==> src/rtl/dcache_arbiter.sv <==
// rtl/dcache_arbiter.sv - store/load arbiter in front of the DCache with single outstanding miss tracking
module dcache_arbiter #(
  parameter int LSQSZ        = 16,
  parameter int STARVE_LIMIT = 4
) (
  input  logic                     clk,
  input  logic                     rst_n,

  input  logic                     st_req,
  input  logic [15:0]              st_addr,
  input  logic [31:0]              st_data,
  input  logic [1:0]               st_size,
  output logic                     st_ack,

  input  logic                     ld_req,
  input  logic [$clog2(LSQSZ)-1:0] ld_lq_idx,
  input  logic [15:0]              ld_addr,
  input  logic [1:0]               ld_size,
  output logic                     ld_ack,

  output logic                     wr_en,
  output logic [7:0]               wr_tag,
  output logic [4:0]               wr_idx,
  output logic [2:0]               wr_offset,
  output logic [31:0]              wr_data,
  output logic [1:0]               wr_size,

  output logic                     rd_en,
  output logic [7:0]               rd_tag,
  output logic [4:0]               rd_idx,
  output logic [2:0]               rd_offset,
  output logic [1:0]               rd_size,
  output logic [LSQSZ-1:0]         rd_gnt,
  input  logic                     dc_hit,

  output logic                     mem_req,
  output logic [15:0]              mem_addr,
  input  logic                     mem_ack,

  input  logic                     except,
  output logic [LSQSZ-1:0]         dc_feedback,
  output logic [LSQSZ-1:0]         mem_feedback
);

  localparam int IDXW = $clog2(LSQSZ);
  localparam int CW   = $clog2(STARVE_LIMIT) + 1;
  localparam logic [LSQSZ-1:0] ONE = LSQSZ'(1);
  localparam logic [CW-1:0]    STARVE_MAX = CW'(STARVE_LIMIT);

  typedef enum logic [1:0] {
    IDLE  = 2'd0,
    MISS  = 2'd1,
    DRAIN = 2'd2
  } state_t;

  state_t          state;
  state_t          state_nxt;
  logic [CW-1:0]   starve_cnt;
  logic [CW-1:0]   starve_nxt;
  logic [IDXW-1:0] miss_idx;
  logic [15:0]     miss_addr;

  logic load_ok;
  logic starved;
  logic st_grant;
  logic ld_grant;
  logic miss_start;

  // Arbitration: stores win by default, a load that has lost STARVE_LIMIT
  // times in a row takes the cycle. Everything is gated by rst_n so that
  // outputs read zero while reset is held, whatever the inputs do.
  always_comb begin
    load_ok    = rst_n && (state == IDLE) && ld_req && !except;
    starved    = load_ok && (starve_cnt == STARVE_MAX);
    st_grant   = rst_n && st_req && !starved;
    ld_grant   = load_ok && !st_grant;
    miss_start = ld_grant && !dc_hit;
  end

  // Starve counter: counts consecutive losses of a grantable load, and is
  // cleared once the load wins or the load request goes away.
  always_comb begin
    starve_nxt = starve_cnt;
    if (ld_grant || !ld_req) begin
      starve_nxt = '0;
    end else if (load_ok && st_grant) begin
      starve_nxt = starve_cnt + CW'(1);
    end
  end

  // Next-state logic for the single outstanding miss, plus the miss fill
  // feedback, which is suppressed when the miss was squashed by a flush.
  always_comb begin
    state_nxt    = state;
    mem_feedback = '0;
    case (state)
      IDLE: begin
        if (miss_start) begin
          state_nxt = MISS;
        end
      end
      MISS: begin
        if (mem_ack) begin
          if (!except) begin
            mem_feedback = ONE << miss_idx;
          end
          state_nxt = IDLE;
        end else if (except) begin
          state_nxt = DRAIN;
        end
      end
      DRAIN: begin
        if (mem_ack) begin
          state_nxt = IDLE;
        end
      end
      default: begin
        state_nxt = IDLE;
      end
    endcase
  end

  // DCache port drive: address fields are only presented on the granted path.
  always_comb begin
    st_ack      = 1'b0;
    wr_en       = 1'b0;
    wr_tag      = '0;
    wr_idx      = '0;
    wr_offset   = '0;
    wr_data     = '0;
    wr_size     = '0;
    ld_ack      = 1'b0;
    rd_en       = 1'b0;
    rd_tag      = '0;
    rd_idx      = '0;
    rd_offset   = '0;
    rd_size     = '0;
    rd_gnt      = '0;
    dc_feedback = '0;
    if (st_grant) begin
      st_ack    = 1'b1;
      wr_en     = 1'b1;
      wr_tag    = st_addr[15:8];
      wr_idx    = st_addr[7:3];
      wr_offset = st_addr[2:0];
      wr_data   = st_data;
      wr_size   = st_size;
    end
    if (ld_grant) begin
      ld_ack    = 1'b1;
      rd_en     = 1'b1;
      rd_tag    = ld_addr[15:8];
      rd_idx    = ld_addr[7:3];
      rd_offset = ld_addr[2:0];
      rd_size   = ld_size;
      rd_gnt    = ONE << ld_lq_idx;
      if (dc_hit) begin
        dc_feedback = ONE << ld_lq_idx;
      end
    end
  end

  // Memory request is live for the whole miss, including a squashed one
  // that still has to see its mem_ack before the next miss can start.
  always_comb begin
    mem_req  = rst_n && (state != IDLE);
    mem_addr = rst_n ? miss_addr : 16'h0000;
  end

  // State, starve counter and the latched miss entry.
  always_ff @(posedge clk or negedge rst_n) begin
    if (!rst_n) begin
      state      <= IDLE;
      starve_cnt <= '0;
      miss_idx   <= '0;
      miss_addr  <= '0;
    end else begin
      state      <= state_nxt;
      starve_cnt <= starve_nxt;
      if (miss_start) begin
        miss_idx  <= ld_lq_idx;
        miss_addr <= ld_addr;
      end
    end
  end

endmodule

==> config.mk <==
export PLATFORM = sky130hd
export DESIGN_NAME = dcache_arbiter
export DESIGN_NICKNAME = d
export VERILOG_FILES = /design/src/rtl/dcache_arbiter.sv
export SDC_FILE = /design/constraint.sdc
export NUM_CORES = 1
export LEC_CHECK = 0
export CORE_MARGIN = 3
export CORE_UTILIZATION = 33
export DETAILED_ROUTE_END_ITERATION = 10
export PLACE_DENSITY_LB_ADDON = 0.1
export SLEW_MARGIN = 10
export SYNTH_ARGS = -nofsm -noshare
export SYNTH_HDL_FRONTEND = slang
export SYNTH_SLANG_ARGS = --single-unit
==> constraint.sdc <==
create_clock -name clk -period 3.41 [get_ports clk]
set_clock_uncertainty 0.2 [all_clocks]
set_input_delay 0.8525 -clock clk [delete_from_list [all_inputs] [get_ports clk]]
set_output_delay 0.8525 -clock clk [all_outputs]
set_load 0.01 [all_outputs]
==> Word-level counts from Yosys, hierarchy flattened <==
Cells that the tools add are included.
{ "word_totals": {"memories": 0, "elab_cells": 58, "mem_bits_rw": 0, "ff_bits": 25, "output_inout_bits": 137, "in_bits": 79, "mem_bits_ro": 0, "latchBits": 0} }
{ "op_classes": {"mul": 0, "n_addsub": 1, "reduce_logical": 20, "mux": 25, "shifts": 2, "n_div": 0, "order_cmp": 0, "eq_ne": 6, "bitwise_logic": 0} }
{ "op_table": {"columns": ["cell", "n"], "rows": [
  ["16-bit two-way mux", 7],
  ["32-bit two-way mux", 1],
  ["1-bit by 4-bit left shift with 16-bit output, first input constant", 2],
  ["8-bit two-way mux", 2],
  ["2-bit two-way mux", 6],
  ["3-bit two-way mux", 4],
  ["1-bit logical AND", 10],
  ["5-bit two-way mux", 2],
  ["2-bit one-hot mux with 3 select lines", 1],
  ["1-bit zero test", 5],
  ["2-bit != test, second input constant", 2],
  ["2-bit nonzero test", 2],
  ["3-bit by 1-bit adder with 3-bit output, second input constant", 1],
  ["3-bit == test, second input constant", 1],
  ["3-bit != test, second input constant", 1],
  ["3-bit AND reduction", 1],
  ["2-bit by 1-bit == test with 1-bit output, second input constant", 1],
  ["2-bit == test, second input constant", 1],
  ["2-bit zero test", 1],
  ["1-bit two-way mux", 2],
  ["1-bit logical OR", 1]
]} }

==> Logic depth before layout (Yosys ltp) <==
Gate-level depths: netlist of run 1.
{ "depth": {"word_depth": 12, "mapped_depth": 9, "depth_no_buf": 8} }

==> Least setup slack after synthesis of run 1 <==
Ideal clock, no wire load.
{ "synth_path": {"path_kind": "input to output", "start": "input port except", "end": "output port wr_idx[1]", "setup_slack_ns": 0.414, "arrival_time_ns": 1.943, "cell_stages": 6, "required_ns": 2.358, "n_path_buf": 2, "cell_sequence": "nand3b_1 > or2_1 > buf_6 > o21a_4 > buf_6 > and2_1"} }
{ "synth_via": {"elab_chain_cells": 6} }
{ "synth_rtl": {"columns": ["item", "line_no", "text"], "rows": [
  ["start, declared", "40", "input logic except,"],
  ["1-bit zero test", null, null],
  ["1-bit logical AND", "73", "load_ok = rst_n && (state == IDLE) && ld_req && !except;"],
  ["1-bit logical AND", "74", "starved = load_ok && (starve_cnt == STARVE_MAX);"],
  ["1-bit zero test", "75", "st_grant = rst_n && st_req && !starved;"],
  ["1-bit logical AND", "75", null],
  ["5-bit two-way mux", "140", "if (st_grant) begin"],
  ["end, declared", "23", "output logic [4:0] wr_idx,"]
]} }
Every way passes these cells.

==> Worst setup path after layout of run 1 <==
{ "layout_path": {"start": "input port st_req", "end": "output port rd_offset[1]"} }
{ "layout_via": {"elab_chain_cells": 5} }
{ "layout_rtl": {"columns": ["item", "line_no", "text"], "rows": [
  ["start, declared", "9", "input logic st_req,"],
  ["1-bit logical AND (2 in a row)", "75", null],
  ["1-bit zero test", "76", "ld_grant = load_ok && !st_grant;"],
  ["1-bit logical AND", "76", null],
  ["3-bit two-way mux", "149", "if (ld_grant) begin"],
  ["end, declared", "31", "output logic [2:0] rd_offset,"]
]} }
Every way passes these cells.

==> results of run 1 <==
-- flip-flops by register name, indices dropped and copies added (netlist names) --
signal,cells
miss_idx,4
state,2
starve_cnt,3
miss_addr,16
-- layer usage --
| layer | vias to the layer above | global-route usage, % | wire [um] |
|---|---|---|---|
| met5 | - | 0 | 0 |
| met4 | 0 | 2.885 | 27 |
| met3 | 2 | 4.376 | 537 |
| met2 | 100 | 39.29 | 4636 |
| met1 | 1210 | 27.23 | 3508 |
| li1 | 1302 | - | - |
-- Yosys cell counts (2+ instances only) --
library cell	number	area share (%)
nand3_1	4	0.89
buf_6	8	4.0
nor2_1	41	6.8
mux2_4	20	13
and3_1	2	0.56
nand2_1	13	2.2
ha_1	2	1.1
nand2_4	2	1.0
nor4_1	3	0.83
buf_4	2	0.67
and2_4	36	14
dfrtp_1	25	28
a21oi_1	2	0.44
nand2b_1	6	1.7
nor2b_1	3	0.83
inv_1	2	0.33
nor3_1	8	1.8
nand3b_1	4	1.3
clkbuf_1	7	1.2
and2_1	49	14
-- what timing repair did --
item,CTS,global route
setup endpoints to repair,120,94
buffers inserted,5,2
pin swaps,7,5
gates cloned,4,0
gates resized for setup,257,45
-- metrics by stage --
step,instances,hold WS [ns]
floorplan,253,0.2740
global placement,560,0.2833
detailed placement,560,0.2882
CTS,573,0.3116
global route,574,0.3276
finish,574,0.3088
-- kinds of logic (layout without fill, tap and decap cells) --
| group | after synthesis | after routing | share of synthesized area (%) |
|---|---|---|---|
| buffers and inverters | 20 | 264 | 6.445 |
| AND/OR/NAND/NOR | 179 | 179 | 48.72 |
| adder cells (fa/ha/maj) | 2 | 2 | 1.111 |
| flip-flops | 25 | 25 | 27.78 |
| multiplexers | 20 | 20 | 13.33 |
| AO/OA/AOI/OAI | 7 | 7 | 2.611 |
-- cell type report --
class	count	area, um2
Tap cell	77	96.34
Multi-Input combinational cell	208	1569
Sequential cell	25	625.6
Clock inverter	1	5.005
Timing Repair Buffer	257	2356
Clock buffer	3	41.29
Inverter	3	16.27
Fill cell	523	1785
-- power by group through the flow --
stage               sequential, mW  combinational [mW]  clock (mW)
floorplan                    0.396               0.238           0
global placement             0.406               0.493           0
detailed placement           0.409               0.498           0
CTS                          0.408               0.504       0.188
global route                 0.423               0.543       0.201
finish                       0.411               0.505       0.183
-- worst paths after layout --
kind / from / end / slack, ns / cells past startpoint
hold reg to reg: miss_addr[4] / miss_addr[4] / 0.31 / 1
setup / recovery: st_req / rd_offset[1] / 0.05 / 8
setup reg to reg: starve_cnt[0] / miss_addr[4] / 1.07 / 10
max in group asynchronous: rst_n / miss_addr[10] / 2.26 / 2
hold / removal: miss_addr[4] / miss_addr[4] / 0.31 / 1
min in group asynchronous: rst_n / miss_addr[11] / 0.45 / 2
==> reports/qor.yml, run 1 <==
antenna_found_initial: 0
vdd_drop_max_uv: 265.1
drt_iter0_drc: 65
worst_pin_slew_ns: 0.4187
grt_usage_pct: 21.69
synth_seq_area_share_pct: 27.78
placed_cell_area_um2: 4642
post-route-period-util_pct: 98.57
die-height_um: 88.61
syn_inst: 253
syn_to_final_growth_pct: 109.1
stdcell_area_um2: 4710
clock_latency_ns: 0.28
cts_buffers: 3
ys.flop_type: "dfrtp_1"
routed_wl_um: 8710
p_sw_share_pct: 29.14
grt_max_degree: 42
p_int_mw: 0.7790
crit_path_frequent_cell: "nand2_4"
drc_errors: 0
drive_gt1_share_pct: 34.61
syn_area_um2: 2252
grt_remaining_overflow: 0
worst_path_largest_cell_delay_ns: 0.47
critPathLaunchType: "primary input"
clockPowerShare_pct: 16.7
avgSynthCellArea_um2: 8.902
crit_required_ns: 2.36
gp_congestion: 0.8589
ys_ff_latch: 25
worstPathBufferInverterCount: 4
syn-num-nets: 334
io_pins: 216
synthArstFlopShare_pct: 100.0
post-place-ws_ns: -0.5261
path_class: "primary input to output port"
cts_root_buf: "clkbuf_8"
drv_cap: 0
path_delay_family: "buffers and inverters"
drv_slew: 0
synth_edf_count: 0
dp_hpwl_um: 6929
viasPerCell: 4.554
p_sw_mw: 0.3204
core_area_um2: 6495
comb_power_share_pct: 45.9
fmax_mhz: 297.5
power_density_nw_per_um2: 233.5
cts.sinks: 25
tns_ns: 0
cts_tree: "done"
cp-end-kind: "output port"
grt_pass1_vias: 2568
seq_power_share_pct: 37.4
crit_fanout: 16
n_antenna_cell: 0
hold_viol_final: 0
htree_levels: 1
initial_utilization_pct: 34.68
layout_commonest_cell: "clkdlybuf4s50_1"
setup_slack_ns: 0.04886
holdBufCountCts: 0
slowest_stage: "clkdlybuf4s50_1"
dr.pass1.iters: 4
fin_util_pct: 72.51
clock_path_buffers: 2
clk_pin_slew_worst_paths_ns: 0.09
rows: 29
status: "finished, final reports clean"
yosys_warnings: 0
final_cell_mix: "clkdlybuf4s50_1, dlygate4sd2_1, and2_1"
p_leak_nw: 2.341
slew_headroom_pct: 72.09
crit_chain: "clkdlybuf4s50_1 > and2_4 > nand2_4 > nand2_4 > inv_6 > buf_8 > and2_1 > dlygate4sd2_1"
dieWidth_um: 88.61
wl_per_cell_um: 15.17
power.total_mw: 1.099
vias: 2614
min_period_ns: 3.361
io_buffer_count: 215
synth_cell_types: 34
fin_nets: 579
grt_pass1_wl_um: 13360
arrival_ns: 2.31
hold_path_class: "flip-flop to flip-flop"
die_area_um2: 7852
antenna_left: 0
setup_viol: 0
Note: power is estimated with default switching activity, not from simulation.
==> run 2, diff against run 1 <==
--- a/config.mk
+++ b/config.mk
@@ -5,7 +5,7 @@
 export SDC_FILE = /design/constraint.sdc
 export NUM_CORES = 1
 export LEC_CHECK = 0
-export CORE_MARGIN = 3
+export CORE_MARGIN = 2
 export CORE_UTILIZATION = 33
 export DETAILED_ROUTE_END_ITERATION = 10
 export PLACE_DENSITY_LB_ADDON = 0.1
==> run 2 against run 1 <==
  * Clock power down 3%
  * Register-to-register slack improved by 0.07 ns
  * Cell count fell by 1.0%
  * Sequential power barely moved
  * Non-clock buffer count is 9 lower
  * Flip-flop and latch count did not move
  * Wire length decreased by 1.1%
  * Combinational power shrank 4.6%
  * Worst hold slack improved by 0.0054 ns
  * Die area is 4.5% lower
  * First-iteration DRC count rose by 28%
==> reports/qor.yml, run 2 (synthesis results as in run 1) <==
die-height_um: 86.61
timing.hold.ws_ns: 0.3142
setup_viol: 0
clk_pin_slew_worst_paths_ns: 0.09
layout_commonest_cell: "dlygate4sd2_1"
crit_fanout: 18
rows: 30
cts_root_buf: "clkbuf_8"
reg_top3: "miss_addr x16, miss_idx x4, starve_cnt x3"
drc_errors: 0
syn_to_final_growth_pct: 104.1
io_buffer_count: 215
die_area_um2: 7501
largest_reg_flops: 16
grt_remaining_overflow: 0
initial_utilization_pct: 33.71
hold_path_class: "flip-flop to flip-flop"
grt_usage_pct: 22.00
fin_nets: 570
dieWidth_um: 86.61
holdBufCountCts: 0
dp_hpwl_um: 7149
drv_slew: 0
rsz0062_at_grt: "false"
gp_congestion: 0.8636
cts.sinks: 25
drv_cap: 0
cts_tree: "done"
slew_headroom_pct: 79.20
n_antenna_cell: 0
htree_levels: 1
status: "finished, final reports clean"
slowest_stage: "dlygate4sd2_1"
ff_latch_area_um2: 625.6
multi_input_area_um2: 1523
drt_iter0_drc: 83
viasPerCell: 4.579
nFillCells: 598
cts_buffers: 3
worst_path_largest_cell_delay_ns: 0.29
fmax_mhz: 297.6
wl_per_cell_um: 15.17
vias: 2601
drive_gt1_share_pct: 25.00
tns_ns: 0
power_density_nw_per_um2: 232.8
path_class: "primary input to output port"
vdd_drop_max_uv: 244.2
hold_viol_final: 0
cp-end-kind: "output port"
worstPathBufferInverterCount: 3
routed_wl_um: 8618
antenna_found_initial: 0
post-route-period-util_pct: 98.53
final_cell_mix: "dlygate4sd2_1, clkdlybuf4s50_1, and2_1"
crit_chain: "buf_2 > nand3b_1 > or2_1 > o21a_4 > buf_12 > and2_4 > dlygate4sd2_1"
grt_pass1_wl_um: 13280
core_area_um2: 6681
path_delay_family: "simple AND/OR/NAND/NOR gates"
clock_path_buffers: 2
clock_latency_ns: 0.26
dr.pass1.iters: 4
antenna_left: 0
grt_max_degree: 23
crit_required_ns: 2.36
top_register: "miss_addr"
critPathLaunchType: "primary input"
p_leak_nw: 2.374
arrival_ns: 2.31
grt_pass1_vias: 2561
io_pins: 216
worst_pin_slew_ns: 0.3091
min_period_ns: 3.360
==> run 2: cell count changes in the layout (fill, tap and decap cells not counted), moves of 3 or more <==
| cell | delta |
|---|---|
| clkdlybuf4s15_1 | -19 |
| dlygate4sd2_1 | +48 |
| buf_6 | -4 |
| nand2_1 | +3 |
| nand2_2 | -3 |
| clkdlybuf4s15_2 | +4 |
| clkbuf_2 | -8 |
| nor2_1 | +3 |
| buf_2 | -23 |
==> run 2: per-layer routing <==
| layer | routed length, um | share of wire [%] | track usage (%) | vias to the layer above |
|---|---|---|---|---|
| li1 | - | - | - | 1283 |
| met1 | 3592 | 42 | 28.97 | 1191 |
| met2 | 4266 | 50 | 37.20 | 119 |
| met3 | 684 | 7.9 | 6.476 | 8 |
| met4 | 74 | 0.86 | 1.847 | 0 |
| met5 | 0 | 0 | 0 | - |
==> run 2: worst reg2reg max path, cell delays in order, from the launching register on <==
cell and delay, ns:
dfrtp_1 0.42, inv_1 0.07, ha_1 0.13, nand2_1 0.15, nand2_4 0.13, nand2_4 0.08
inv_4 0.10, buf_12 0.14, nor2b_4 0.15, buf_4 0.26, mux2_4 0.33
==> run 2: report_power, final <==
group          switching (mW)  internal [mW]
clock network          0.0937         0.0835
registers              0.0516          0.359
logic                   0.163          0.319
total                   0.308          0.762
==> run 2: cell type report <==
| type | instances | area share (%) |
|---|---|---|
| timing repair buffer | 248 | 49.80 |
| inverter | 3 | 0.2995 |
| tap | 80 | 2.178 |
| multi-input combinational | 208 | 33.13 |
| sequential | 25 | 13.61 |
| clock buffer | 4 | 0.9801 |
==> run 2: what timing repair did <==
item | 4_1_cts | 5_1_grt
cloned | 1 | 0
endpoints found under the setup margin | 120 | 48
resized for setup | 153 | 25
setup buffers | 1 | 0
pin swaps | 5 | 1
==> run 2: worst paths after layout <==
path / startpoint / to / slack, ns / cells after the start
hold reg to reg: miss_addr[6] / miss_addr[6] / 0.31 / 1
min in group asynchronous: rst_n / starve_cnt[1] / 0.38 / 2
max in group asynchronous: rst_n / miss_addr[6] / 2.43 / 2
setup reg to reg: starve_cnt[0] / miss_addr[5] / 1.14 / 10
setup / recovery: except / wr_data[27] / 0.05 / 7
hold / removal: miss_addr[6] / miss_addr[6] / 0.31 / 1
==> run 2: through the flow <==
stage / instances / util (%) / total power [mW] / setup WS, ns / instance area [um2]
2_1_floorplan: 253 / - / 0.6341 / 0.4142 / 2252
3_3_place_gp: 562 / 69.42 / 0.8989 / -0.4889 / 4638
3_5_place_dp: 562 / 69.42 / 0.9104 / -0.5275 / 4638
4_1_cts: 568 / 68.54 / 1.075 / -0.05348 / 4579
5_1_grt: 568 / 68.78 / 1.135 / 0.003255 / 4596
6_report: 568 / 68.78 / 1.070 / 0.05012 / 4596
==> run 3, diff against run 2 <==
--- a/config.mk
+++ b/config.mk
@@ -5,6 +5,7 @@
 export SDC_FILE = /design/constraint.sdc
 export NUM_CORES = 1
 export LEC_CHECK = 0
+export CAP_MARGIN = 20
 export CORE_MARGIN = 2
 export CORE_UTILIZATION = 33
 export DETAILED_ROUTE_END_ITERATION = 10
==> results of run 3 <==
No change in the layout: final DEF, timing and power equal those of run 2.
